[src/rtl/mem_stage_pkg.sv]
// Shared defines for the memory-access stage.
// Opcodes, bus constants and the FSM state encoding.
package mem_stage_pkg;

    localparam int RegBus     = 32;
    localparam int RegAddrBus = 5;

    localparam logic [RegBus-1:0]     ZeroWord     = 32'h0000_0000;
    localparam logic [RegAddrBus-1:0] NOPRegAddr   = 5'b00000;
    localparam logic                  RstEnable    = 1'b1;
    localparam logic                  WriteEnable  = 1'b1;
    localparam logic                  WriteDisable = 1'b0;

    localparam logic [7:0] EXE_LB_OP  = 8'hE0;
    localparam logic [7:0] EXE_LH_OP  = 8'hE1;
    localparam logic [7:0] EXE_LW_OP  = 8'hE3;
    localparam logic [7:0] EXE_LBU_OP = 8'hE4;
    localparam logic [7:0] EXE_LHU_OP = 8'hE5;
    localparam logic [7:0] EXE_SB_OP  = 8'hE8;
    localparam logic [7:0] EXE_SH_OP  = 8'hE9;
    localparam logic [7:0] EXE_SW_OP  = 8'hEB;

    typedef enum logic [1:0] {
        ST_IDLE = 2'd0,
        ST_BUSY = 2'd1,
        ST_DONE = 2'd2
    } mem_state_e;

    function automatic logic is_load(input logic [7:0] op);
        return (op == EXE_LB_OP)  || (op == EXE_LH_OP)  ||
               (op == EXE_LW_OP)  || (op == EXE_LBU_OP) ||
               (op == EXE_LHU_OP);
    endfunction

    function automatic logic is_store(input logic [7:0] op);
        return (op == EXE_SB_OP) || (op == EXE_SH_OP) ||
               (op == EXE_SW_OP);
    endfunction

    function automatic logic is_half(input logic [7:0] op);
        return (op == EXE_LH_OP) || (op == EXE_LHU_OP) ||
               (op == EXE_SH_OP);
    endfunction

    function automatic logic is_word(input logic [7:0] op);
        return (op == EXE_LW_OP) || (op == EXE_SW_OP);
    endfunction

    // Halfwords need even addresses, words need 4-byte alignment.
    function automatic logic is_misaligned(input logic [7:0] op,
                                           input logic [1:0] off);
        return (is_half(op) && off[0]) ||
               (is_word(op) && (off != 2'b00));
    endfunction

endpackage

[src/rtl/mem_lane_fmt.sv]
// Big-endian byte-lane steering for stores and
// lane extraction plus extension for loads.
module mem_lane_fmt
    import mem_stage_pkg::*;
(
    input  logic [7:0]        op,
    input  logic [1:0]        off,
    input  logic [RegBus-1:0] reg2,
    input  logic [RegBus-1:0] rdata,
    output logic [3:0]        sel,
    output logic [RegBus-1:0] wdata,
    output logic [RegBus-1:0] ldata
);

    logic [7:0]  byte_v;
    logic [15:0] half_v;

    // Pick the addressed byte/half; offset 0 is the most significant lane.
    always_comb begin
        byte_v = rdata[31:24];
        unique case (off)
            2'd0: byte_v = rdata[31:24];
            2'd1: byte_v = rdata[23:16];
            2'd2: byte_v = rdata[15:8];
            2'd3: byte_v = rdata[7:0];
            default: byte_v = rdata[31:24];
        endcase
        half_v = off[1] ? rdata[15:0] : rdata[31:16];
    end

    // Lane selects, replicated store data and extended load data.
    always_comb begin
        sel   = 4'b0000;
        wdata = ZeroWord;
        ldata = ZeroWord;
        unique case (1'b1)
            is_word(op): begin
                sel   = 4'b1111;
                wdata = reg2;
            end
            is_half(op): begin
                sel   = off[1] ? 4'b0011 : 4'b1100;
                wdata = {2{reg2[15:0]}};
            end
            default: begin
                sel   = 4'b1000 >> off;
                wdata = {4{reg2[7:0]}};
            end
        endcase
        unique case (1'b1)
            (op == EXE_LB_OP):  ldata = {{24{byte_v[7]}}, byte_v};
            (op == EXE_LBU_OP): ldata = {24'h0, byte_v};
            (op == EXE_LH_OP):  ldata = {{16{half_v[15]}}, half_v};
            (op == EXE_LHU_OP): ldata = {16'h0, half_v};
            (op == EXE_LW_OP):  ldata = rdata;
            default:            ldata = ZeroWord;
        endcase
    end

endmodule

[src/rtl/mem_stage.sv]
// Memory-access pipeline stage: single-outstanding
// request/ack bus master with load formatting and stall.
module mem_stage
    import mem_stage_pkg::*;
#(
    parameter int BUS_TIMEOUT = 255,
    parameter int TO_W        = 8
) (
    input  logic                  clk,
    input  logic                  rst,
    input  logic [RegAddrBus-1:0] ex_wd,
    input  logic                  ex_wreg,
    input  logic [RegBus-1:0]     ex_wdata,
    input  logic [7:0]            ex_aluop,
    input  logic [RegBus-1:0]     ex_mem_addr,
    input  logic [RegBus-1:0]     ex_reg2,
    input  logic                  flush,
    input  logic [RegBus-1:0]     bus_rdata,
    input  logic                  bus_ack,
    output logic                  bus_req,
    output logic                  bus_we,
    output logic [RegBus-1:0]     bus_addr,
    output logic [3:0]            bus_sel,
    output logic [RegBus-1:0]     bus_wdata,
    output logic [RegAddrBus-1:0] mem_wd,
    output logic                  mem_wreg,
    output logic [RegBus-1:0]     mem_wdata,
    output logic                  stallreq,
    output logic                  exc_misalign,
    output logic                  bus_err
);

    localparam logic [TO_W-1:0] TO_LIM = TO_W'(BUS_TIMEOUT);

    mem_state_e        state_q, state_d;
    logic [TO_W-1:0]   cnt_q, cnt_d, cnt_inc;
    logic              bus_req_q, bus_req_d;
    logic              bus_we_q, bus_we_d;
    logic [RegBus-1:0] bus_addr_q, bus_addr_d;
    logic [3:0]        bus_sel_q, bus_sel_d;
    logic [RegBus-1:0] bus_wdata_q, bus_wdata_d;
    logic [RegBus-1:0] ldata_q, ldata_d;
    logic              err_q, err_d;
    logic              flushed_q, flushed_d;

    logic              op_ld, op_st, op_mem, misal, go;
    logic [3:0]        sel_c;
    logic [RegBus-1:0] wdata_c, ldata_c;

    mem_lane_fmt u_fmt (
        .op    (ex_aluop),
        .off   (ex_mem_addr[1:0]),
        .reg2  (ex_reg2),
        .rdata (bus_rdata),
        .sel   (sel_c),
        .wdata (wdata_c),
        .ldata (ldata_c)
    );

    assign op_ld   = is_load(ex_aluop);
    assign op_st   = is_store(ex_aluop);
    assign op_mem  = op_ld | op_st;
    assign misal   = op_mem & is_misaligned(ex_aluop, ex_mem_addr[1:0]);
    assign go      = op_mem & ~misal & ~flush;
    assign cnt_inc = cnt_q + 1'b1;

    // Next-state: issue, wait for ack or timeout, one DONE cycle.
    always_comb begin
        state_d     = state_q;
        cnt_d       = cnt_q;
        bus_req_d   = bus_req_q;
        bus_we_d    = bus_we_q;
        bus_addr_d  = bus_addr_q;
        bus_sel_d   = bus_sel_q;
        bus_wdata_d = bus_wdata_q;
        ldata_d     = ldata_q;
        err_d       = err_q;
        flushed_d   = flushed_q;
        case (state_q)
            ST_IDLE: begin
                if (go) begin
                    state_d     = ST_BUSY;
                    cnt_d       = '0;
                    bus_req_d   = 1'b1;
                    bus_we_d    = op_st;
                    bus_addr_d  = {ex_mem_addr[31:2], 2'b00};
                    bus_sel_d   = sel_c;
                    bus_wdata_d = wdata_c;
                    err_d       = 1'b0;
                    flushed_d   = 1'b0;
                end
            end
            ST_BUSY: begin
                if (flush) begin
                    flushed_d = 1'b1;
                end
                if (bus_ack) begin
                    ldata_d   = ldata_c;
                    bus_req_d = 1'b0;
                    state_d   = ST_DONE;
                end else begin
                    cnt_d = cnt_inc;
                    if (cnt_inc == TO_LIM) begin
                        bus_req_d = 1'b0;
                        err_d     = 1'b1;
                        state_d   = ST_DONE;
                    end
                end
            end
            ST_DONE: begin
                state_d = ST_IDLE;
            end
            default: begin
                state_d = ST_IDLE;
            end
        endcase
    end

    // State and bus registers with synchronous reset.
    always_ff @(posedge clk) begin
        if (rst == RstEnable) begin
            state_q     <= ST_IDLE;
            cnt_q       <= '0;
            bus_req_q   <= 1'b0;
            bus_we_q    <= 1'b0;
            bus_addr_q  <= ZeroWord;
            bus_sel_q   <= 4'b0000;
            bus_wdata_q <= ZeroWord;
            ldata_q     <= ZeroWord;
            err_q       <= 1'b0;
            flushed_q   <= 1'b0;
        end else begin
            state_q     <= state_d;
            cnt_q       <= cnt_d;
            bus_req_q   <= bus_req_d;
            bus_we_q    <= bus_we_d;
            bus_addr_q  <= bus_addr_d;
            bus_sel_q   <= bus_sel_d;
            bus_wdata_q <= bus_wdata_d;
            ldata_q     <= ldata_d;
            err_q       <= err_d;
            flushed_q   <= flushed_d;
        end
    end

    // Write-back triple, stall and one-cycle exception flags.
    always_comb begin
        mem_wd       = NOPRegAddr;
        mem_wreg     = WriteDisable;
        mem_wdata    = ZeroWord;
        stallreq     = 1'b0;
        exc_misalign = 1'b0;
        bus_err      = 1'b0;
        case (state_q)
            ST_IDLE: begin
                if (!op_mem) begin
                    mem_wd    = ex_wd;
                    mem_wreg  = ex_wreg;
                    mem_wdata = ex_wdata;
                end else if (misal) begin
                    exc_misalign = 1'b1;
                end else if (!flush) begin
                    stallreq = 1'b1;
                end
            end
            ST_BUSY: begin
                stallreq = 1'b1;
            end
            ST_DONE: begin
                if (op_ld && !err_q && !flushed_q) begin
                    mem_wd    = ex_wd;
                    mem_wreg  = ex_wreg ? WriteEnable : WriteDisable;
                    mem_wdata = ldata_q;
                end
                bus_err = err_q & ~flushed_q;
            end
            default: begin
                stallreq = 1'b0;
            end
        endcase
    end

    assign bus_req   = bus_req_q;
    assign bus_we    = bus_we_q;
    assign bus_addr  = bus_addr_q;
    assign bus_sel   = bus_sel_q;
    assign bus_wdata = bus_wdata_q;

endmodule

[config.mk]
export PLATFORM = sky130hd
export DESIGN_NAME = mem_stage
export DESIGN_NICKNAME = d
export VERILOG_FILES = /design/src/rtl/mem_stage_pkg.sv /design/src/rtl/mem_lane_fmt.sv /design/src/rtl/mem_stage.sv
export SDC_FILE = /design/constraint.sdc
export NUM_CORES = 1
export LEC_CHECK = 0
export BUFFER_PORTS_ARGS = -buffer_cell sky130_fd_sc_hd__buf_2
export CELL_PAD_IN_SITES_DETAIL_PLACEMENT = 1
export CELL_PAD_IN_SITES_GLOBAL_PLACEMENT = 2
export CORE_UTILIZATION = 28
export DETAILED_ROUTE_END_ITERATION = 16
export PLACE_DENSITY = 0.87
export SKIP_CTS_REPAIR_TIMING = 1
export SLEW_MARGIN = 30
export SYNTH_ARGS = -nofsm -noshare
export SYNTH_HDL_FRONTEND = slang
export SYNTH_SLANG_ARGS = --single-unit
[constraint.sdc]
create_clock -name clk -period 5.5 [get_ports clk]
set_clock_uncertainty 0.1 [all_clocks]
set_input_delay 1.1 -clock clk [delete_from_list [all_inputs] [get_ports clk]]
set_output_delay 1.1 -clock clk [all_outputs]
set_load 0.05 [all_outputs]
==> impl_metrics.py, run 1 <==
metrics = {
    "setup_path": {
        "crit_path_cell_trace": "buf_2 -> o21ai_1 -> a31oi_2 -> buf_4 -> nor2_1 -> nor2b_1 -> buf_2",
        "crit_arrival_ns": 3.00,
        "reg2reg_depth": 5,
        "critical-path-top-delay-family": "buffers and inverters",
        "crit_fanout": 33,
        "rrSetupSlack_ns": 2.94,
        "critPathMaxStageDelay_ns": 0.44,
        "crit_path_start_kind": "input port",
        "crit_buf_inv": 3,
        "critPathRequiredTime_ns": 4.30,
        "crit_start": "ex_aluop[1]",
        "worst-path-stages": 7,
        "worstReg2RegEnd": "bus_wdata[18]",
        "critPathCaptureType": "primary output",
        "r2r_start": "state_q[0]",
        "critPathKind": "in -> out",
        "crit_path_top_delay_cell": "buf_2",
        "critPathMostFrequentCell": "buf_2",
    },
    "place": {
        "dpl-instance-area_um2": 7120,
        "pre_cts_ws_ns": 1.29,
        "placedCellCount": 1119,
        "gp_congestion": 0.770,
        "dp_hpwl_um": 15900,
        "port_buffers": 254,
    },
    "synth": {
        "yosys_warnings": 0,
        "syn_area_um2": 5720,
        "synthFlopType": "dfxtp_1",
        "syn_avg_cell_area_um2": 8.73,
        "synth_cell_type_count": 56,
        "synth_edf_count": 0,
        "synth_top_area_share": 0.392,
        "async_reset_ff_frac": 0,
        "synth_cells": 655,
        "synth.area.top_cells": "dfxtp_1 (39%), a21oi_1 (6.7%), o21ai_0 (5.8%)",
        "yosys.area.top_type": "dfxtp_1",
        "ys_seq_area_frac": 0.392,
        "ys_ff_latch": 112,
    },
    "die": {
        "num_io_pins": 257,
        "die_y_um": 145,
        "die_w_um": 145,
        "start_util": 0.290,
        "die_area_um2": 21000,
        "fp.coreArea_um2": 19700,
        "fp-row-count": 51,
    },
    "sta": {
        "finalHoldViolCount": 0,
        "max_freq_mhz": 238,
        "fin_crit_sh": 0.764,
        "fin_ws_ns": 1.30,
        "tns_ns": 0,
        "drv_slew": 0,
        "post-route-min-period_ns": 4.20,
        "final-setup-viol-count": 0,
        "tightest_slew_ns": 0.835,
        "relSlewSlack": 0.442,
        "rsz0062_at_grt": "no",
    },
    "cells_and_area": {
        "nNetsFinal": 1014,
        "stdcell_area_um2": 7440,
        "syn2layout_area_growth_pct": 30.1,
        "drive_gt1_frac": 0.351,
        "instances_no_fill": 1138,
    },
    "global_route": {
        "grt_remaining_overflow": 0,
        "grt_pass1_vias": 6213,
        "grt_pass1_wl_um": 35200,
        "antenna_found_initial": 2,
        "grt_max_degree": 90,
        "grtUsageTotal": 0.210,
    },
    "cts": {
        "worstSkewPairLatency_ns": 0.36,
        "clk_path_buf_depth": 2,
        "clock_sink_count": 112,
        "clk_pin_slew_ns": 0.08,
        "cts_buffers": 9,
        "root_buffer": "clkbuf_16",
        "cts_tree": "done",
        "cts.htree.levels": 3,
    },
    "min_path": {
        "min-delay-start": "bus_addr[9]",
        "hp-class": "reg -> reg",
        "hold_depth": 2,
        "hold_end": "bus_addr[9]",
    },
    "power": {
        "p_per_area_nw_per_um2": 241,
        "total_leakage_power_nw": 2.98,
        "ir_drop_uv": 151,
    },
    "job": {
        "max-cap-violations": 0,
    },
    "route": {
        "routedWlPerCell_um": 19.6,
        "avgViaCountPerCell": 5.41,
        "drt-pass1-iter-count": 5,
        "drtIter0Drc": 326,
        "post-route-drc-count": 0,
        "routed_wl_um": 22300,
        "vias": 6153,
        "ant_nets": 0,
    },
    "status": {
        "status": "completed",
    },
}
==> cells in the final DEF (no fill, tap or decap), types with 3 or more instances in the layout <==
master / netlist / routed
nor2_1: 18 / 18
nand2_1: 39 / 39
nor3_1: 11 / 11
clkbuf_16: 0 / 9
nor2b_1: 8 / 8
inv_1: 7 / 7
buf_2: 13 / 253
nand2b_1: 4 / 4
a221oi_1: 11 / 11
a311oi_1: 20 / 20
nand4_1: 3 / 3
mux2i_1: 22 / 22
a222oi_1: 8 / 8
o2bb2ai_1: 12 / 12
a22o_1: 32 / 32
nand3_1: 46 / 46
o2111ai_1: 4 / 3
a21oi_1: 77 / 77
dfxtp_1: 112 / 112
o21ai_0: 66 / 66
a22oi_1: 21 / 21
o21ai_1: 3 / 3
a211oi_1: 14 / 14
mux4_2: 8 / 8
buf_4: 3 / 12
o221a_2: 3 / 3
==> metal layers <==
metal / track usage / share of wire
met2: 0.349 / 0.48
met5: 0 / 0
met4: 0.0691 / 0.019
met3: 0.0440 / 0.045
met1: 0.271 / 0.45
==> worst max-delay path by stage <==
| stage | end |
|---|---|
| global placement | mem_wreg |
| floorplan | stallreq |
| finish | mem_wreg |
| global route | mem_wreg |
| detailed placement | mem_wd[3] |
| CTS | mem_wreg |
==> per-stage QoR <==
step	power, mW	utilization	hold slack [ns]
2_1_floorplan	1.02	-	0.347
3_3_place_gp	1.13	0.361	0.359
3_5_place_dp	1.14	0.361	0.364
4_1_cts	1.81	0.376	0.376
5_1_grt	1.86	0.377	0.403
6_report	1.79	0.377	0.378
==> power breakdown <==
part | switching [mW] | total (mW) | internal [mW]
Combinational | 0.204 | 0.301 | 0.0971
Clock | 0.350 | 0.674 | 0.324
Sequential | 0.00220 | 0.817 | 0.814
Total | 0.557 | 1.79 | 1.24
==> final cells by class <==
| cell class | instances | area (µm²) |
|---|---|---|
| Inverter | 7 | 26.3 |
| Timing Repair Buffer | 266 | 1370 |
| Sequential cell | 112 | 2240 |
| Clock buffer | 9 | 225 |
| Tap cell | 265 | 332 |
| Multi-Input combinational cell | 470 | 3170 |
| Fill cell | 2402 | 12300 |
| Antenna cell | 2 | 5.00 |
| Clock inverter | 7 | 73.8 |
==> flip-flops by register name, indices dropped and copies added (netlist names) <==
| register | cells |
|---|---|
| bus_sel | 4 |
| bus_we | 1 |
| state_q | 2 |
| cnt_q | 8 |
| ldata_q | 32 |
| bus_wdata | 32 |
| flushed_q | 1 |
| err_q | 1 |
| bus_req | 1 |
| bus_addr | 30 |
==> cells in the mapped netlist (4+ instances only) <==
cell and n:
nand2b_1 4, mux2i_1 22, dfxtp_1 112, o21ai_0 66
nand2_1 39, o2111ai_1 4, a311oi_1 20, a21oi_1 77
a22o_1 32, clkbuf_1 43, nor2b_1 8, buf_1 5
nor2_1 18, inv_1 7, o2bb2ai_1 12, mux4_2 8
a211oi_1 14, a22oi_1 21, nand3_1 46, a222oi_1 8
a221oi_1 11, buf_2 13, nor3_1 11
==> tightest hold or removal path: stages, from the launching register on <==
cell and delay [ns]:
dfxtp_1 0.31, o21ai_0 0.06, a21oi_1 0.06
==> cell families (layout without fill, tap and decap cells) <==
logic type,Yosys count,in the layout,synth area share
AOI/OAI and AO/OA,283,283,0.335
and+or+nand+nor,151,151,0.138
DFF,112,112,0.392
buffers and inverters,74,289,0.0573
muxes,30,30,0.0700
adders and majority gates,2,2,0.00438
xor gates and xnor gates,2,2,0.00306
other,1,4,0.000656
Power figures use the tool's default switching activity.
==> run 2, diff against run 1 <==
- CORE_UTILIZATION: 28 -> 26
- PLACE_DENSITY: 0.87 -> 0.81
- clock period: 5.5 -> 3.9 ns (I/O delays scaled with it)
==> impl_metrics.py, run 2 (synthesized netlist as in run 1, its figures left out) <==
metrics = {
    "status": {
        "status": "completed",
    },
    "route": {
        "ant_nets": 0,
        "post-route-drc-count": 0,
        "drt-pass1-iter-count": 5,
        "routed_wl_um": 22900,
        "routedWlPerCell_um": 19.8,
        "avgViaCountPerCell": 5.34,
        "vias": 6152,
        "drtIter0Drc": 403,
    },
    "die": {
        "die_area_um2": 22600,
        "die_y_um": 150,
        "fp-row-count": 53,
        "start_util": 0.269,
        "num_io_pins": 257,
        "die_w_um": 150,
        "fp.coreArea_um2": 21300,
    },
    "sta": {
        "final-setup-viol-count": 0,
        "max_freq_mhz": 294,
        "tightest_slew_ns": 0.781,
        "relSlewSlack": 0.479,
        "post-route-min-period_ns": 3.40,
        "hold_slack_ns": 0.377,
        "finalHoldViolCount": 0,
        "fin_crit_sh": 0.873,
        "tns_ns": 0,
        "rsz0062_at_grt": "no",
        "drv_slew": 0,
        "fin_ws_ns": 0.496,
    },
    "cts": {
        "root_buffer": "clkbuf_16",
        "cts.htree.levels": 3,
        "cts_buffers": 9,
        "clk_path_buf_depth": 2,
        "clk_pin_slew_ns": 0.08,
        "cts_tree": "done",
        "worstSkewPairLatency_ns": 0.36,
        "clock_sink_count": 112,
    },
    "place": {
        "dp_hpwl_um": 16700,
        "dpl-instance-area_um2": 7240,
        "gp_congestion": 0.763,
        "port_buffers": 254,
        "pre_cts_ws_ns": 0.503,
    },
    "power": {
        "total_leakage_power_nw": 3.04,
        "p_int_mw": 1.80,
        "p_switching_uw": 774,
        "ir_drop_uv": 193,
        "p_seq_frac": 0.447,
        "p_clk_frac": 0.385,
        "pwr-share-comb": 0.168,
        "p_per_area_nw_per_um2": 341,
        "p_sw_frac": 0.301,
    },
    "cells_and_area": {
        "syn2layout_area_growth_pct": 32.3,
        "final_cell_mix": "buf_2 (252), dfxtp_1 (112), a21oi_1 (77)",
        "diodes": 0,
        "nNetsFinal": 1021,
        "stdcell_area_um2": 7560,
        "drive_gt1_frac": 0.354,
        "layout_commonest_cell": "buf_2",
    },
    "setup_path": {
        "crit_path_top_delay_cell": "a2111oi_4",
        "crit_arrival_ns": 2.52,
        "critPathMostFrequentCell": "buf_2",
        "crit_path_cell_trace": "buf_2 -> nand2b_1 -> a2111oi_4 -> buf_12 -> nor2_1 -> nor2b_1 -> buf_2",
        "r2r_start": "state_q[0]",
        "rrSetupSlack_ns": 1.53,
        "reg2reg_depth": 6,
        "critPathCaptureType": "primary output",
        "crit_path_start_kind": "input port",
        "critPathKind": "in -> out",
        "worstReg2RegEnd": "bus_wdata[25]",
        "critPathMaxStageDelay_ns": 0.45,
        "crit_fanout": 33,
        "critPathRequiredTime_ns": 3.02,
    },
    "global_route": {
        "grt_pass1_vias": 6235,
        "antenna_found_initial": 0,
        "grt_remaining_overflow": 0,
        "grt_max_degree": 67,
        "grt_pass1_wl_um": 35200,
        "grtUsageTotal": 0.201,
    },
    "job": {
        "max-cap-violations": 0,
    },
    "min_path": {
        "min-delay-start": "bus_wdata[2]",
        "hp-class": "reg -> reg",
        "hold_end": "bus_wdata[2]",
        "hold_depth": 2,
    },
}
==> run 2: critical path, delay by kind of cell <==
kind            cells  cell delay, ns
buf+inv             3            0.71
compound gates      1            0.45
simple gates        3            0.56
==> run 2: per-layer routing <==
layer  global-route usage  vias to the layer above  share of wire
met5                    0                        -              0
met4               0.0641                        0          0.019
met3               0.0361                       22          0.062
met2                0.341                      200           0.48
met1                0.256                     2972           0.43
li1                     -                     2958              -
==> run 2: worst max path at each step <==
stage	start	slack, ns	to
floorplan	ex_aluop[4]	0.25	stallreq
global placement	ex_aluop[2]	0.55	mem_wreg
detailed placement	ex_aluop[2]	0.50	mem_wd[1]
CTS	ex_aluop[2]	0.50	mem_wd[1]
global route	ex_aluop[2]	0.36	mem_wd[1]
finish	ex_aluop[2]	0.50	mem_wd[4]
==> run 2: area by class of cell <==
class	count	area [µm²]
clock inverter	6	80.1
clock buffer	10	229
sequential	112	2240
timing repair buffer	273	1470
multi-input combinational	470	3170
inverter	7	26.3
fill	2601	13700
tap	275	344
==> run 2: through the flow <==
| step | utilization | instances | total power [mW] |
|---|---|---|---|
| finish | 0.355 | 1153 | 2.58 |
| global route | 0.355 | 1153 | 2.68 |
| global placement | 0.340 | 1136 | 1.61 |
| floorplan | - | 656 | 1.44 |
| detailed placement | 0.340 | 1136 | 1.61 |
| CTS | 0.355 | 1152 | 2.60 |
==> run 2: power groups by stage <==
stage          Combinational (mW)  Clock, mW  Sequential, mW
2_1_floorplan               0.245          0            1.20
3_3_place_gp                0.430          0            1.18
3_5_place_dp                0.433          0            1.18
4_1_cts                     0.435       1.02            1.15
5_1_grt                     0.464       1.06            1.15
6_report                    0.431      0.993            1.15
==> run 3, diff against run 2 <==
- PLACE_DENSITY: 0.81 -> 0.82
- SYNTH_HIERARCHICAL: unset -> 1
==> impl_metrics.py, run 3 <==
metrics = {
    "status": {
        "status": "completed",
    },
    "die": {
        "die_w_um": 154,
        "die_y_um": 154,
        "fp.coreArea_um2": 22600,
        "die_area_um2": 23700,
        "start_util": 0.266,
        "num_io_pins": 257,
        "fp-row-count": 55,
    },
    "synth": {
        "async_reset_ff_frac": 0,
        "syn_avg_cell_area_um2": 7.92,
        "synth_common_cells": "dfxtp_1 (112), a21oi_1 (107), nand2_1 (99)",
        "synth_cell_type_count": 63,
        "ys_ff_latch": 112,
        "synth_cells": 759,
        "yosys.area.top_type": "dfxtp_1",
        "synth_top_area_share": 0.373,
        "yosys_warnings": 6,
        "synthFlopType": "dfxtp_1",
        "synth.area.top_cells": "dfxtp_1 (37%), a21oi_1 (8.9%), nand3_1 (6.3%)",
        "synth_edf_count": 0,
        "syn_area_um2": 6010,
        "yosysMostFrequentCell": "dfxtp_1",
        "ys_seq_area_frac": 0.373,
    },
    "setup_path": {
        "critPathKind": "in -> out",
        "crit_path_start_kind": "input port",
        "critPathCaptureType": "primary output",
        "critPathRequiredTime_ns": 3.02,
        "crit_arrival_ns": 2.48,
        "crit_fanout": 32,
    },
    "power": {
        "p_clk_frac": 0.389,
        "p_switching_uw": 814,
        "p_int_mw": 1.75,
        "p_per_area_nw_per_um2": 332,
        "total_leakage_power_nw": 3.26,
        "pwr-share-comb": 0.163,
        "p_seq_frac": 0.448,
        "ir_drop_uv": 200,
        "p_sw_frac": 0.317,
    },
    "cells_and_area": {
        "final_cell_mix": "buf_2 (253), dfxtp_1 (112), a21oi_1 (107)",
        "instances_no_fill": 1248,
        "layout_commonest_cell": "buf_2",
        "fill_cells": 2828,
        "syn2layout_area_growth_pct": 28.3,
        "final_util": 0.341,
        "drive_gt1_frac": 0.320,
        "stdcell_area_um2": 7710,
        "nNetsFinal": 1105,
    },
    "route": {
        "avgViaCountPerCell": 5.17,
        "post-route-drc-count": 0,
        "vias": 6450,
        "routedWlPerCell_um": 18.7,
        "drt-pass1-iter-count": 4,
        "routed_wl_um": 23400,
        "drtIter0Drc": 314,
        "ant_nets": 0,
    },
    "sta": {
        "max_freq_mhz": 298,
        "relSlewSlack": 0.419,
        "fin_ws_ns": 0.544,
        "tightest_slew_ns": 0.872,
        "drv_slew": 0,
        "tns_ns": 0,
        "post-route-min-period_ns": 3.36,
        "finalHoldViolCount": 0,
        "fin_crit_sh": 0.861,
        "rsz0062_at_grt": "no",
        "final-setup-viol-count": 0,
    },
    "global_route": {
        "grt_pass1_vias": 6484,
        "antenna_found_initial": 4,
        "grt_pass1_wl_um": 36300,
        "grt_max_degree": 74,
        "grt_remaining_overflow": 0,
        "grtUsageTotal": 0.195,
    },
    "place": {
        "dpl-instance-area_um2": 7400,
        "dp_hpwl_um": 16800,
        "gp_congestion": 0.778,
        "placedCellCount": 1231,
        "pre_cts_ws_ns": 0.511,
        "port_buffers": 254,
    },
    "cts": {
        "clk_path_buf_depth": 2,
        "cts_tree": "done",
        "cts.htree.levels": 3,
        "worstSkewPairLatency_ns": 0.36,
        "clock_sink_count": 112,
        "cts_buffers": 9,
        "root_buffer": "clkbuf_16",
        "clk_pin_slew_ns": 0.07,
    },
    "job": {
        "max-cap-violations": 0,
    },
    "min_path": {
        "hp-class": "reg -> reg",
    },
}
[run 3: cell count changes in the layout (fill, tap and decap cells not counted), moves of 19 or more]
cell	before	now
nand2_1	39	99
a21oi_1	77	107
nand3_1	46	76
o21ai_1	3	25
a22oi_1	21	1
a221o_1	0	19
a311oi_1	20	1
[run 3: logic make-up (layout without fill, tap and decap cells)]
group / count (synthesis) / after routing / synth area share
simple gates: 252 / 252 / 0.207
flops: 112 / 112 / 0.373
buf+inv: 91 / 293 / 0.0745
other cells: 1 / 3 / 0.000623
compound gates: 288 / 288 / 0.312
xor+xnor: 2 / 2 / 0.00291
fa+ha+maj: 2 / 2 / 0.00416
mux: 11 / 11 / 0.0266
[run 3: power by group through the flow]
stage | clock (mW) | combinational, mW | sequential [mW]
floorplan | 0 | 0.251 | 1.19
global placement | 0 | 0.418 | 1.18
detailed placement | 0 | 0.420 | 1.18
CTS | 1.03 | 0.421 | 1.15
global route | 1.08 | 0.446 | 1.15
finish | 0.997 | 0.418 | 1.15
[run 3: area by class of cell]
class                      instances  area (µm²)  area share
inverter                           7        26.3     0.00341
sequential                       112        2240       0.291
tap                              285         357      0.0462
timing repair buffer             270        1420       0.184
clock buffer                       9         225      0.0292
clock inverter                     7        91.3      0.0118
multi-input combinational        557        3350       0.434
antenna                            1        2.50    0.000324
[run 3: worst paths after layout]
check,from,endpoint,depth (start not counted),slack (ns)
worst max-delay path,ex_aluop[1],mem_wdata[3],7,0.54
worst min-delay path,ldata_q[2],ldata_q[2],2,0.36
worst max register to register,state_q[0],bus_addr[22],5,1.58
worst min register to register,ldata_q[2],ldata_q[2],2,0.36
[run 3: metrics by stage]
step | power [mW] | hold WS (ns)
after CTS | 2.60 | 0.363
final | 2.56 | 0.358
after global placement | 1.59 | 0.345
after floorplan | 1.44 | 0.336
after detailed placement | 1.60 | 0.352
after global routing | 2.68 | 0.384
[run 3: critical path: stages]
cell,delay (ns)
buf_2,0.31
a21oi_1,0.17
o21ai_1,0.21
and2_1,0.15
buf_4,0.32
a22o_1,0.24
buf_2,0.27
[run 3: per-layer routing]
| layer | part of all wire | GRT usage |
|---|---|---|
| met5 | 0.0016 | 0 |
| met2 | 0.47 | 0.325 |
| met4 | 0.020 | 0.0662 |
| met1 | 0.44 | 0.239 |
| met3 | 0.077 | 0.0572 |
